[src/rtl/fetch_unit_pkg.sv]
// Shared fetch-side definitions: decoder phase encoding, NOP opcode and
// the baseline instruction width.
package fetch_unit_pkg;

  localparam int unsigned FE_STATE_BITS = 2;
  localparam int unsigned INST_WIDTH    = 12;

  // Decoder fetch phase, one phase per clock, Q1 -> Q2 -> Q3 -> Q4 -> Q1.
  typedef enum logic [FE_STATE_BITS-1:0] {
    FE_Q1_INCPC = 2'b00,
    FE_Q2_IDLE  = 2'b01,
    FE_Q3_IDLE  = 2'b10,
    FE_Q4_FETCH = 2'b11
  } fe_state_e;

  localparam logic [11:0] I_NOP_12 = 12'h000;

endpackage

[src/rtl/fetch_unit_call_stack.sv]
// Two-entry hardware return stack. Push shifts the old top down and drops
// the bottom entry; pop copies the bottom entry up and leaves it in place,
// so repeated pops keep returning the last surviving address.
module call_stack #(
  parameter int unsigned PC_WIDTH = 9
) (
  input  logic                clk,
  input  logic                rst,
  input  logic                push_i,
  input  logic                pop_i,
  input  logic [PC_WIDTH-1:0] data_i,
  output logic [PC_WIDTH-1:0] top_o
);

  logic [PC_WIDTH-1:0] stack0_q, stack0_d;
  logic [PC_WIDTH-1:0] stack1_q, stack1_d;

  // Next-state: push takes precedence if both strobes ever coincide.
  always_comb begin
    stack0_d = stack0_q;
    stack1_d = stack1_q;
    if (push_i) begin
      stack1_d = stack0_q;
      stack0_d = data_i;
    end else if (pop_i) begin
      stack0_d = stack1_q;
    end
  end

  // Stack registers, cleared on reset.
  always_ff @(posedge clk or posedge rst) begin
    if (rst) begin
      stack0_q <= '0;
      stack1_q <= '0;
    end else begin
      stack0_q <= stack0_d;
      stack1_q <= stack1_d;
    end
  end

  assign top_o = stack0_q;

endmodule

[src/rtl/fetch_unit.sv]
// PIC16C5x instruction fetch: program counter, call stack and instruction
// register. Redirects in Q4 load the PC and flush the fetched word to NOP;
// the following Q1 then skips its increment so the target is fetched next.
module fetch_unit #(
  parameter int unsigned          PC_WIDTH     = 9,
  parameter logic [PC_WIDTH-1:0]  RESET_VECTOR = '1,
  parameter int unsigned          INST_WIDTH   = fetch_unit_pkg::INST_WIDTH
) (
  input  logic                                   clk,
  input  logic                                   rst,
  input  logic [fetch_unit_pkg::FE_STATE_BITS-1:0] fetchState,
  input  logic [INST_WIDTH-1:0]                  romData,
  input  logic [1:0]                             paBits,
  input  logic                                   gotoEn,
  input  logic                                   callEn,
  input  logic                                   retEn,
  input  logic                                   pclWrEn,
  input  logic [7:0]                             pclWrData,
  input  logic                                   skipEn,
  output logic [PC_WIDTH-1:0]                    romAddr,
  output logic [INST_WIDTH-1:0]                  instOut,
  output logic [PC_WIDTH-1:0]                    pcOut
);

  import fetch_unit_pkg::*;

  localparam logic [INST_WIDTH-1:0] NOP = INST_WIDTH'(I_NOP_12);

  fe_state_e             fe_state;
  logic [PC_WIDTH-1:0]   pc_q, pc_d;
  logic [INST_WIDTH-1:0] inst_q, inst_d;
  logic                  hold_q, hold_d;
  logic                  push, pop;
  logic [PC_WIDTH-1:0]   stack_top;

  assign fe_state = fe_state_e'(fetchState);

  call_stack #(
    .PC_WIDTH (PC_WIDTH)
  ) u_call_stack (
    .clk    (clk),
    .rst    (rst),
    .push_i (push),
    .pop_i  (pop),
    .data_i (pc_q),
    .top_o  (stack_top)
  );

  // Phase-driven next state. In Q4 the PC already points one past the
  // executing instruction, which is exactly the CALL return address.
  // Targets are built at full 11-bit page width and truncated to PC_WIDTH.
  always_comb begin
    pc_d   = pc_q;
    inst_d = inst_q;
    hold_d = hold_q;
    push   = 1'b0;
    pop    = 1'b0;
    case (fe_state)
      FE_Q1_INCPC: begin
        if (hold_q) hold_d = 1'b0;
        else        pc_d   = pc_q + PC_WIDTH'(1);
      end
      FE_Q4_FETCH: begin
        inst_d = romData;
        if (retEn) begin
          pop    = 1'b1;
          pc_d   = stack_top;
          inst_d = NOP;
          hold_d = 1'b1;
        end else if (callEn) begin
          push   = 1'b1;
          pc_d   = PC_WIDTH'({paBits, 1'b0, inst_q[7:0]});
          inst_d = NOP;
          hold_d = 1'b1;
        end else if (gotoEn) begin
          pc_d   = PC_WIDTH'({paBits, inst_q[8:0]});
          inst_d = NOP;
          hold_d = 1'b1;
        end else if (pclWrEn) begin
          pc_d   = PC_WIDTH'({paBits, 1'b0, pclWrData});
          inst_d = NOP;
          hold_d = 1'b1;
        end else if (skipEn) begin
          inst_d = NOP;
        end
      end
      FE_Q2_IDLE, FE_Q3_IDLE: begin
      end
      default: begin
      end
    endcase
  end

  // PC, instruction register and increment-hold flag.
  always_ff @(posedge clk or posedge rst) begin
    if (rst) begin
      pc_q   <= RESET_VECTOR;
      inst_q <= NOP;
      hold_q <= 1'b0;
    end else begin
      pc_q   <= pc_d;
      inst_q <= inst_d;
      hold_q <= hold_d;
    end
  end

  assign romAddr = pc_q;
  assign pcOut   = pc_q;
  assign instOut = inst_q;

endmodule

[config.mk]
export PLATFORM = sky130hd
export DESIGN_NAME = fetch_unit
export DESIGN_NICKNAME = d
export VERILOG_FILES = /design/src/rtl/fetch_unit_pkg.sv /design/src/rtl/fetch_unit_call_stack.sv /design/src/rtl/fetch_unit.sv
export SDC_FILE = /design/constraint.sdc
export NUM_CORES = 1
export LEC_CHECK = 0
export CORE_ASPECT_RATIO = 0.9
export CORE_MARGIN = 2
export CORE_UTILIZATION = 28
export CTS_BUF_LIST = sky130_fd_sc_hd__clkbuf_2
export DETAILED_ROUTE_END_ITERATION = 8
export SLEW_MARGIN = 15
export SYNTH_ARGS = -nofsm -noshare
export SYNTH_HDL_FRONTEND = slang
export SYNTH_SLANG_ARGS = --single-unit
[constraint.sdc]
create_clock -name clk -period 1.9 [get_ports clk]
set_input_delay 0.38 -clock clk [delete_from_list [all_inputs] [get_ports clk]]
set_output_delay 0.38 -clock clk [all_outputs]
set_load 0.02 [all_outputs]
# Word level (Yosys, flattened, before mapping)
# Cells that the tools add are included.
# totals
mem_bits_ro,0
mem_bits_rw,0
elab_cells,37
n_memories,0
inputBits,31
ff_bits,40
latchBits,0
# classes
mul,0
reduce_logical,5
add_sub_neg,1
magnitude_cmp,0
bitwise,0
n_shift,0
n_mux,23
eq_ne,3
div,0
# ops
cell,n
2-to-1 mux 9 bit,7
2-to-1 mux 12 bit,5
case mux 9 bit (2 select lines),1
"adder 9 x 1 -> 9 bit, second input constant",1
2-to-1 mux 1 bit,9
"!= test 5 bit, second input constant",1
nonzero test 2 bit,2
AND reduction 3 bit,1
"== test 2 bit, second input constant",1
zero test 2 bit,1
"!= test 2 bit, second input constant",1
case mux 1 bit (2 select lines),1
AND reduction 2 bit,1

# Depth between registers and ports, before layout
# logic_depth
ltp_word,5
ltp_mapped,5
depth_no_buf,5

# By module
# A second synthesis with hierarchy kept.
# hier_totals
hier_cells,199
hier_area_um2,2158.3
# modules_own_cells
mod,seq_area_each_um2,cells_per_inst,instances,area_per_inst_um2
fetch_unit,561.8,140,1,1387.6
call_stack,450.4,59,1,770.7

# Worst setup path after synthesis
# No wires, ideal clock.
# synth_path
kind,input port to flip-flop
from,in gotoEn
to,"reg inst_q[3], in the netlist instOut[3]"
required_time_ns,1.834
n_path_buf,2
setup_time_ns,0.066
slack_ns,0.325
stages,5
t_arrival_ns,1.509
path_cell_list,buf_6 or4_4 nor3_4 buf_6 a22o_1
# synth_between
elab_chain_cells,3
# synth_rtl
element,line_no,text
from (decl),fetch_unit.sv:14,"input logic gotoEn,"
2-to-1 mux 12 bit,fetch_unit.sv:75,end else if (gotoEn) begin
2-to-1 mux 12 bit,fetch_unit.sv:70,end else if (callEn) begin
2-to-1 mux 12 bit,fetch_unit.sv:65,if (retEn) begin
to (signal assigned),fetch_unit.sv:102,inst_q <= inst_d;
to (decl),fetch_unit.sv:31,"logic [INST_WIDTH-1:0] inst_q, inst_d;"
# No other way between the ends.
# A chain may end at the register's enable or synchronous reset.

# Worst setup path in the final report
# layout_path
from,"reg inst_q[7], in the netlist instOut[7]"
to,out instOut[7]
# layout_rtl
element,line_no,text
to (decl),fetch_unit.sv:21,"output logic [INST_WIDTH-1:0] instOut,"
# No word-level cell between the ends.

==> metrics <==
status=completed; number of max-cap violations=0; CP delay by family, top=buffers and inverters; antenna diode count=0; layout cell share with drive strength beyond 1=0.213; placed instance area=2850 µm²; Core ar.=7110 µm²; Setup crit end kind=output port; CP Max Fanout=3; TritonRoute pass-1 iters=4; drt total wl=5630 µm; Synth Register Bits=40; die area=8070 µm²; Sequential cell area=1010 µm²; Inst Count DP=352; multi-input gate area in the final layout=916 µm²; largest net degree at the start of global routing=41; CTS tree=done; share of synthesized registers carrying an async set or reset=1.00; Distinct cells, synth=43; peak supply drop=0.000484 V; Ys Warns=0; H-tree depth=2; fin nets=298; DRC=0; Detailed Place HPWL=4140 µm; Buffers on Ports=58; most frequent cells in the layout=clkdlybuf4s50_1, dfrtp_1, o21ai_0, buf_4, dlygate4sd2_1; first-pass GRT wire length=9110 µm; PwrDens=881 nW/µm²; clk_lat worst skew=400 ps; Worst Path Required=1520 ps; Routability Congestion=0.764; Synth Instances=195; CP bufs+invs=1; Post-Syn Area=2060 µm²; Filler Cell Count=727; post-route ant nets=0; syn_nets=227; clk_skew=16.7 ps; Synth area leaders=dfrtp_1, dfstp_2, mux2_2, a22o_1, o21ai_0; I/O pins=61; Fin. Hold Viols=0; Initial Utilization=0.290; CP Class=flop to output port; Synth area leader=dfrtp_1; hold crit path type=primary input to asynchronous set/reset pin; hold_buf cts=0; Non-Filler Instances=360; Avg Inst Size Synth=10.6 µm²; minimum clock period=1810 ps; setup violators final=0; post-route cell area=2900 µm²; total track usage=0.146; row cnt=29; Post-synth EDFFs=0; vias per cell=4.99; via count=1,796; number of global-route vias before repair=1,786; Worst Tran Pin Value=693 ps; Leak=1.30 nW; total grt overflow=0; RSZ-0062 raised after global routing=no; fin crit share=0.953; Peak Freq=552 MHz; CP arrival=1430 ps; Area growth, synth to finish=40.6%; CP max stage cell=clkdlybuf4s50_1; Die X=94.5 µm; CP peak stage delay=620 ps; clk sink count=40; Slew Limit Fails=0; initial antenna violation count=0; number of DRC markers in iteration 0=112; clock buffer count from CTS=5; final core occ=0.408; Die Y=85.4 µm; clock root cell=clkbuf_2; critical path cell sequence=clkdlybuf4s50_1; DR WL/cell=15.6 µm; most common cell after layout, fill and taps aside=clkdlybuf4s50_1; clock slew seen by the registers of the worst setup and hold paths=220 ps; Setup crit start kind=flop; CTS max path bufs=2; Rel. slew slack=0.535; ys flop type=dfrtp_1; sequential share of the synthesized area=0.491; Yosys top cell area share=0.376
## cells in the mapped netlist, drive strengths merged, types with 3 or more instances
library cell	number
nor2b	3
a22o	15
nand2	14
nand3	5
dfrtp	31
a21oi	3
o21a	4
a22oi	9
nor2	7
clkbuf	6
mux2	12
dfstp	9
a211oi	5
o21ai	27
o211ai	3
buf	14
## cell type report
type,count,share of cell area
clock inverters,3,0.0129
repair buffers,84,0.271
multi-input cells,133,0.316
inverters,2,0.00259
flip-flops and latches,40,0.349
well taps,93,0.0401
clock buffers,5,0.00863
## final timing paths
check                                       from                        to  slack [ps]  depth (start not counted)
min                                          rst  u_call_stack.stack1_q[2]         290                          3
max in group asynchronous                    rst                  pcOut[4]        1320                          3
min in group clk           u_call_stack.top_o[7]     u_call_stack.top_o[7]         530                          2
max reg2reg                             pcOut[0]                  pcOut[6]         230                          5
min reg2reg                u_call_stack.top_o[7]     u_call_stack.top_o[7]         530                          2
max                                   instOut[7]                instOut[7]          90                          1
## state kept, by name, indices dropped and copies added (netlist names)
| name | count |
|---|---|
| instOut | 12 |
| pcOut | 9 |
| hold_q | 1 |
| u_call_stack.top_o | 9 |
| u_call_stack.stack1_q | 9 |
## cell families (layout without fill, tap and decap cells)
family / Yosys count / after routing / share of synthesized area
AOI/OAI and AO/OA: 75 / 75 / 0.252
adders and majority gates: 1 / 1 / 0.00606
buffers and inverters: 22 / 94 / 0.0655
DFF: 40 / 40 / 0.491
muxes: 13 / 13 / 0.0703
and+or+nand+nor: 44 / 44 / 0.115
## per-layer routing
metal,global-route usage,vias up,wire (µm)
li1,-,869,-
met1,0.214,881,2750
met2,0.219,44,2580
met3,0.0311,2,270
met4,0.0408,0,21
met5,0,-,0
## repair_timing
item / 4_1_cts / 5_1_grt
buffers inserted: 0 / 0
endpoints found under the hold margin: 0 / 0
setup endpoints to repair: 18 / 3
resized for setup: 18 / 3
## where the power goes
group / internal (mW) / switching (mW) / total, mW
sequential: 1.07 / 0.205 / 1.28
clock: 0.215 / 0.287 / 0.502
combinational: 0.375 / 0.401 / 0.775
## per-stage QoR
step                      hold slack (ps)  setup WS, ps  power, mW  TNS (ps)
final                                 293          89.3       2.55         0
after global routing                  266          1.23       2.72         0
after CTS                             281          41.5       2.58         0
after detailed placement              493          -205       2.16     -3300
after global placement                484          -177       2.14     -2950
after floorplan                       459           325       1.77         0
Power figures use the tool's default switching activity.
